**src/rtl/piece_queue.sv**
```systemverilog
// 7-bag tetromino picker feeding a small preview FIFO for the game FSM.
// Random samples are filtered against the current bag; a long reject streak forces a pick.
module piece_queue #(
    parameter int unsigned DEPTH      = 3,
    parameter int unsigned MAX_REJECT = 15
) (
    input  logic       clk,
    input  logic       restart,
    input  logic [2:0] rand_in,
    input  logic       piece_req,
    output logic [2:0] piece_id,
    output logic       piece_valid,
    output logic [2:0] preview_id,
    output logic       queue_ready
);

    localparam int unsigned PW = (DEPTH > 1) ? $clog2(DEPTH) : 1;
    localparam logic [PW-1:0] LAST_PTR = PW'(DEPTH - 1);
    localparam logic [2:0]    DEPTH_C  = 3'(DEPTH);
    localparam logic [3:0]    REJ_MAX  = 4'(MAX_REJECT);
    localparam logic [3:0]    REJ_LAST = 4'(MAX_REJECT - 1);

    typedef enum logic {StFill, StRun} state_e;

    state_e        state_q;
    logic [2:0]    mem_q [DEPTH];
    logic [2:0]    mem_d [DEPTH];
    logic [2:0]    count_q, count_d;
    logic [PW-1:0] rd_q, rd_d, wr_q, wr_d, rd_next;
    logic [6:0]    mask_q, mask_d, mask_set;
    logic [3:0]    rej_q, rej_d;

    logic       pop, gen, fallback, sample_ok, accept;
    logic [7:0] mask_ext;
    logic [2:0] free_idx, pick;
    logic [2:0] id_d, preview_d;

    always_comb begin
        pop      = piece_req && (count_q != 3'd0);
        gen      = (count_q < DEPTH_C) || pop;
        // Bit 0 stands in for rand_in=0, which is always rejected.
        mask_ext = {mask_q, 1'b1};
        sample_ok = !mask_ext[rand_in];
        fallback  = (rej_q >= REJ_LAST);

        free_idx = 3'd0;
        for (int i = 6; i >= 0; i--) begin
            if (!mask_q[i]) free_idx = 3'(i);
        end

        accept = gen && (fallback || sample_ok);
        pick   = fallback ? free_idx : (rand_in - 3'd1);

        mem_d  = mem_q;
        wr_d   = wr_q;
        rd_d   = rd_q;
        mask_d = mask_q;
        rej_d  = rej_q;
        mask_set = mask_q | (7'b1 << pick);

        if (gen) begin
            if (accept) rej_d = 4'd0;
            else if (rej_q < REJ_MAX) rej_d = rej_q + 4'd1;
        end

        if (accept) begin
            mem_d[wr_q] = pick;
            wr_d        = (wr_q == LAST_PTR) ? '0 : wr_q + 1'b1;
            // A completed bag is cleared immediately so the next accept opens a new one.
            mask_d      = (mask_set == 7'h7f) ? 7'h00 : mask_set;
        end

        if (pop) rd_d = (rd_q == LAST_PTR) ? '0 : rd_q + 1'b1;

        count_d = count_q + {2'b00, accept} - {2'b00, pop};

        rd_next   = (rd_d == LAST_PTR) ? '0 : rd_d + 1'b1;
        id_d      = (count_d != 3'd0) ? mem_d[rd_d] : 3'd0;
        preview_d = (count_d >= 3'd2) ? mem_d[rd_next] : 3'd0;
    end

    always_ff @(posedge clk) begin
        if (restart) begin
            for (int i = 0; i < int'(DEPTH); i++) mem_q[i] <= 3'd0;
            count_q     <= 3'd0;
            rd_q        <= '0;
            wr_q        <= '0;
            mask_q      <= 7'd0;
            rej_q       <= 4'd0;
            state_q     <= StFill;
            piece_id    <= 3'd0;
            piece_valid <= 1'b0;
            preview_id  <= 3'd0;
            queue_ready <= 1'b0;
        end else begin
            mem_q       <= mem_d;
            count_q     <= count_d;
            rd_q        <= rd_d;
            wr_q        <= wr_d;
            mask_q      <= mask_d;
            rej_q       <= rej_d;
            piece_id    <= id_d;
            piece_valid <= (count_d != 3'd0);
            preview_id  <= preview_d;
            unique case (state_q)
                StFill: begin
                    if (count_d == DEPTH_C) begin
                        state_q     <= StRun;
                        queue_ready <= 1'b1;
                    end
                end
                StRun: state_q <= StRun;
                default: state_q <= StFill;
            endcase
        end
    end

endmodule

```
**config.mk**
```make
export PLATFORM = sky130hd
export DESIGN_NAME = piece_queue
export DESIGN_NICKNAME = d
export VERILOG_FILES = /design/src/rtl/piece_queue.sv
export SDC_FILE = /design/constraint.sdc
export NUM_CORES = 1
export LEC_CHECK = 0
export ABC_AREA = 1
export CAP_MARGIN = 15
export CORE_MARGIN = 3
export CORE_UTILIZATION = 57
export DETAILED_ROUTE_END_ITERATION = 7
export DONT_BUFFER_PORTS = 1
export PLACE_DENSITY = 0.75
export RECOVER_POWER = 25
export SYNTH_ARGS = -nofsm -noshare
export SYNTH_HDL_FRONTEND = slang
export SYNTH_SLANG_ARGS = --single-unit
```
**constraint.sdc**
```tcl
create_clock -name clk -period 2.7 [get_ports clk]
set_input_delay 0.54 -clock clk [delete_from_list [all_inputs] [get_ports clk]]
set_output_delay 0.54 -clock clk [all_outputs]
set_load 0.005 [all_outputs]
```
==> impl_metrics.sql <==
INSERT INTO impl_metrics (metric_group, metric, value, unit) VALUES
('cts', 'cts_tree', 'yes', ''),
('synth', 'postSynth.asyncResetShare', '0', '%'),
('sta', 'slew-limit-headroom', '64.2', '%'),
('setup_path', 'cp_max_fo', '4', ''),
('route', 'drt-wirelength-per-cell', '12.8', 'um'),
('global_routing', 'grt_antenna_before_repair', '0', ''),
('setup_path', 'crit_path_end', 'piece_id[0]$_SDFF_PP0_', ''),
('floorplanning', 'fp.dieArea', '4630', 'um2'),
('global_routing', 'grt_ovf', '0', ''),
('finish', 'insertedDiodeCount', '0', ''),
('sta', 'layout_min_cycle_time', '2.67', 'ns'),
('finish', 'mostFrequentLayoutCells', 'sky130_fd_sc_hd__nand2_1, sky130_fd_sc_hd__inv_1, sky130_fd_sc_hd__nand3_1', ''),
('setup_path', 'r2r_start', 'rej_q[0]$_SDFFE_PP0P_', ''),
('synth', 'synthesis.area', '2200', 'um2'),
('worst_hold_path', 'min-delay-path-class', 'input pin to flip-flop', ''),
('global_routing', 'grt_start_max_net_pins', '25', ''),
('route', 'drtAntennaViolNets', '0', ''),
('floorplanning', 'chipHeight', '68.1', 'um'),
('cts', 'clockBufferDepth', '2', ''),
('setup_path', 'critPathLaunchType', 'flip-flop', ''),
('cts', 'cts.sinks', '36', ''),
('power_and_ir_drop', 'leakage_power_figure', '1.16', 'nW'),
('setup_path', 'reg2regPathDepth', '18', ''),
('cts', 'cts_made_buffers', '5', ''),
('route', 'detail_route.first_pass.iterations', '4', ''),
('power_and_ir_drop', 'p_comb_share', '42.1', '%'),
('sta', 'worst_pin_slew', '0.536', 'ns'),
('placed_design', 'globalplace.congestion', '0.933', ''),
('floorplanning', 'placeableCoreArea', '3520', 'um2'),
('power_and_ir_drop', 'clock_power_share', '20.9', '%'),
('setup_path', 'worst-r2r-setup-slack', '0.03', 'ns'),
('synth', 'synth-main-ff-cell', 'sky130_fd_sc_hd__dfxtp_1', ''),
('setup_path', 'setup_crit_start', 'rej_q[0]$_SDFFE_PP0P_', ''),
('power_and_ir_drop', 'pwr-share-seq', '37.0', '%'),
('synth', 'postSynthNetCount', '321', ''),
('route', 'routed_via_density', '5.17', ''),
('cts', 'holdBufCountCts', '0', ''),
('cts', 'clk_latency', '0.29', 'ns'),
('setup_path', 'r2r-end', 'piece_id[0]$_SDFF_PP0_', ''),
('synth', 'synthCells', '308', ''),
('setup_path', 'cp_endpoint_kind', 'flip-flop', ''),
('sta', 'finalSetupTns', '0', 'ns'),
('power_and_ir_drop', 'internal_power', '0.00116', 'W'),
('route', 'drt_iter0_markers', '102', ''),
('route', 'routed_wl', '4720', 'um'),
('global_routing', 'global_router_s_overall_resource_usage', '22.7', '%'),
('floorplanning', 'initial_core_utilization', '62.4', '%'),
('outcome', 'result_of_the_run', 'complete, no violations', ''),
('global_routing', 'via_count_of_the_first_global_routing_pass', '1707', ''),
('setup_path', 'worst-setup-path-type', 'flip-flop to flip-flop', ''),
('setup_path', 'worst_ep_required_time', '2.89', 'ns'),
('sta', 'finalHoldViolCount', '0', ''),
('synth', 'yosysSeqAreaShare', '32.8', '%'),
('power_and_ir_drop', 'switching_share', '40.7', '%'),
('placed_design', 'place_hpwl', '3440', 'um'),
('sta', 'final.period_utilization', '99.0', '%'),
('synth', 'post_synth_num_cell_types', '33', ''),
('cts', 'cts.root.buffer_cell', 'sky130_fd_sc_hd__clkbuf_8', ''),
('finish', 'layout_commonest_cell', 'sky130_fd_sc_hd__nand2_1', ''),
('finish', 'growth_of_design_area_from_synthesis_to_finish', '10.6', '%'),
('synth', 'ys_warn_count', '0', ''),
('power_and_ir_drop', 'power-per-cell-area', '807', 'nW/um2'),
('sta', 'finalMaxSlewViolations', '0', ''),
('route', 'drc_errors', '0', ''),
('placed_design', 'quantity_of_i_o_buffers_inserted_on_ports', '0', ''),
('synth', 'syn_avg_cell_area', '7.13', 'um2'),
('finish', 'postLayoutCoreUtil', '69.0', '%'),
('global_routing', 'grt_first_pass_wirelength', '7760', 'um'),
('synth', 'synth_enable_flop_cells', '0', ''),
('cts', 'htreeDepth', '2', ''),
('finish', 'share_of_final_layout_standard_cells_stronger_than_drive_strength_1', '22.0', '%');
-- registers in the layout, summed over array words and instances (netlist names) --
name	flops
queue_ready	1
rd_q	2
mem_q	9
wr_q	2
rej_q	4
count_q	3
piece_valid	1
preview_id	3
mask_q	7
state_q	1
piece_id	3
-- layout make-up --
class | instances | area, um2
Clock buffer | 7 | 86.3
Clock inverter | 1 | 7.51
Fill cell | 330 | 1090
Inverter | 56 | 210
Multi-Input combinational cell | 212 | 1260
Sequential cell | 36 | 723
Tap cell | 46 | 57.6
Timing Repair Buffer | 11 | 78.8
-- metal layers --
layer	up-vias	wire, um	track usage (%)
li1	1000	-	-
met4	0	74	8.19
met1	862	2170	29.8
met2	39	2240	36.1
met5	-	0	0
met3	6	239	5.42
-- cells in the mapped netlist (2+ instances only) --
cell type,count,area (um2)
sky130_fd_sc_hd__o21ai_1,2,10.0
sky130_fd_sc_hd__nor2_1,30,113
sky130_fd_sc_hd__ha_1,6,75.1
sky130_fd_sc_hd__nor2_2,6,37.5
sky130_fd_sc_hd__nand2_2,5,31.3
sky130_fd_sc_hd__nand4_1,9,56.3
sky130_fd_sc_hd__nand2_4,2,22.5
sky130_fd_sc_hd__nand2_1,66,248
sky130_fd_sc_hd__nor2_4,7,78.8
sky130_fd_sc_hd__inv_2,9,33.8
sky130_fd_sc_hd__a21oi_2,2,17.5
sky130_fd_sc_hd__nand3_2,7,70.1
sky130_fd_sc_hd__dfxtp_1,36,721
sky130_fd_sc_hd__clkbuf_1,2,7.51
sky130_fd_sc_hd__nand3_1,36,180
sky130_fd_sc_hd__o21ai_2,5,43.8
sky130_fd_sc_hd__a21oi_1,10,50.1
sky130_fd_sc_hd__o21ai_0,5,25.0
sky130_fd_sc_hd__inv_1,47,176
sky130_fd_sc_hd__nor2_8,2,40.0
sky130_fd_sc_hd__xor2_1,2,17.5
-- cells by family after synthesis --
kind of cell	count (synthesis)	synth area share, %
flops	36	32.8
fa+ha+maj	7	4.33
buf+inv	60	10.7
xor+xnor	2	0.798
compound gates	30	9.46
simple gates	173	41.9
-- power by group through the flow --
stage	combinational (W)	clock, W	sequential, W
6_report	0.000824	0.000409	0.000725
4_1_cts	0.000744	0.000418	0.000723
2_1_floorplan	0.000586	0	0.000725
3_5_place_dp	0.000737	0	0.000735
3_3_place_gp	0.000718	0	0.000732
5_1_grt	0.000936	0.000439	0.000740
-- worst min-delay path by stage --
stage,slack [ns],depth (start not counted),to,start
5_1_grt,0.29,1,wr_q[1]$_SDFFE_PP0N_,restart
6_report,0.31,1,wr_q[1]$_SDFFE_PP0N_,restart
4_1_cts,0.30,1,wr_q[1]$_SDFFE_PP0N_,restart
2_1_floorplan,0.43,2,state_q$_SDFF_PP0_,state_q$_SDFF_PP0_
3_3_place_gp,0.43,2,state_q$_SDFF_PP0_,state_q$_SDFF_PP0_
3_5_place_dp,0.44,2,state_q$_SDFF_PP0_,state_q$_SDFF_PP0_
-- worst max-delay path: stages (launching register included) --
cell	delay (ns)
sky130_fd_sc_hd__dfxtp_1	0.36
sky130_fd_sc_hd__inv_2	0.07
sky130_fd_sc_hd__ha_4	0.16
sky130_fd_sc_hd__inv_1	0.05
sky130_fd_sc_hd__nand2_1	0.08
sky130_fd_sc_hd__nand2_4	0.12
sky130_fd_sc_hd__nand3_2	0.10
sky130_fd_sc_hd__nand2_2	0.10
sky130_fd_sc_hd__ha_4	0.19
sky130_fd_sc_hd__inv_1	0.05
sky130_fd_sc_hd__ha_1	0.12
sky130_fd_sc_hd__inv_1	0.05
sky130_fd_sc_hd__fa_2	0.33
sky130_fd_sc_hd__xor2_1	0.24
sky130_fd_sc_hd__nor2_1	0.11
sky130_fd_sc_hd__nor2_1	0.22
sky130_fd_sc_hd__o21ai_2	0.11
sky130_fd_sc_hd__nand2_1	0.08
sky130_fd_sc_hd__inv_1	0.04
-- through the flow --
step	power (W)	cell area, um2	hold slack [ns]	std cells
after global placement	0.00145	2280	0.430	357
final	0.00196	2430	0.307	369
after CTS	0.00189	2380	0.298	365
after detailed placement	0.00147	2280	0.438	357
after floorplan	0.00131	2200	0.430	308
after global routing	0.00212	2430	0.290	369
-- timing repair --
action                     CTS  global route
resized for setup            1             8
setup buffers                0             4
cloned                       0             0
pin swaps                    0             6
setup endpoints to repair    2             7
(Power assumes the default switching activity.)
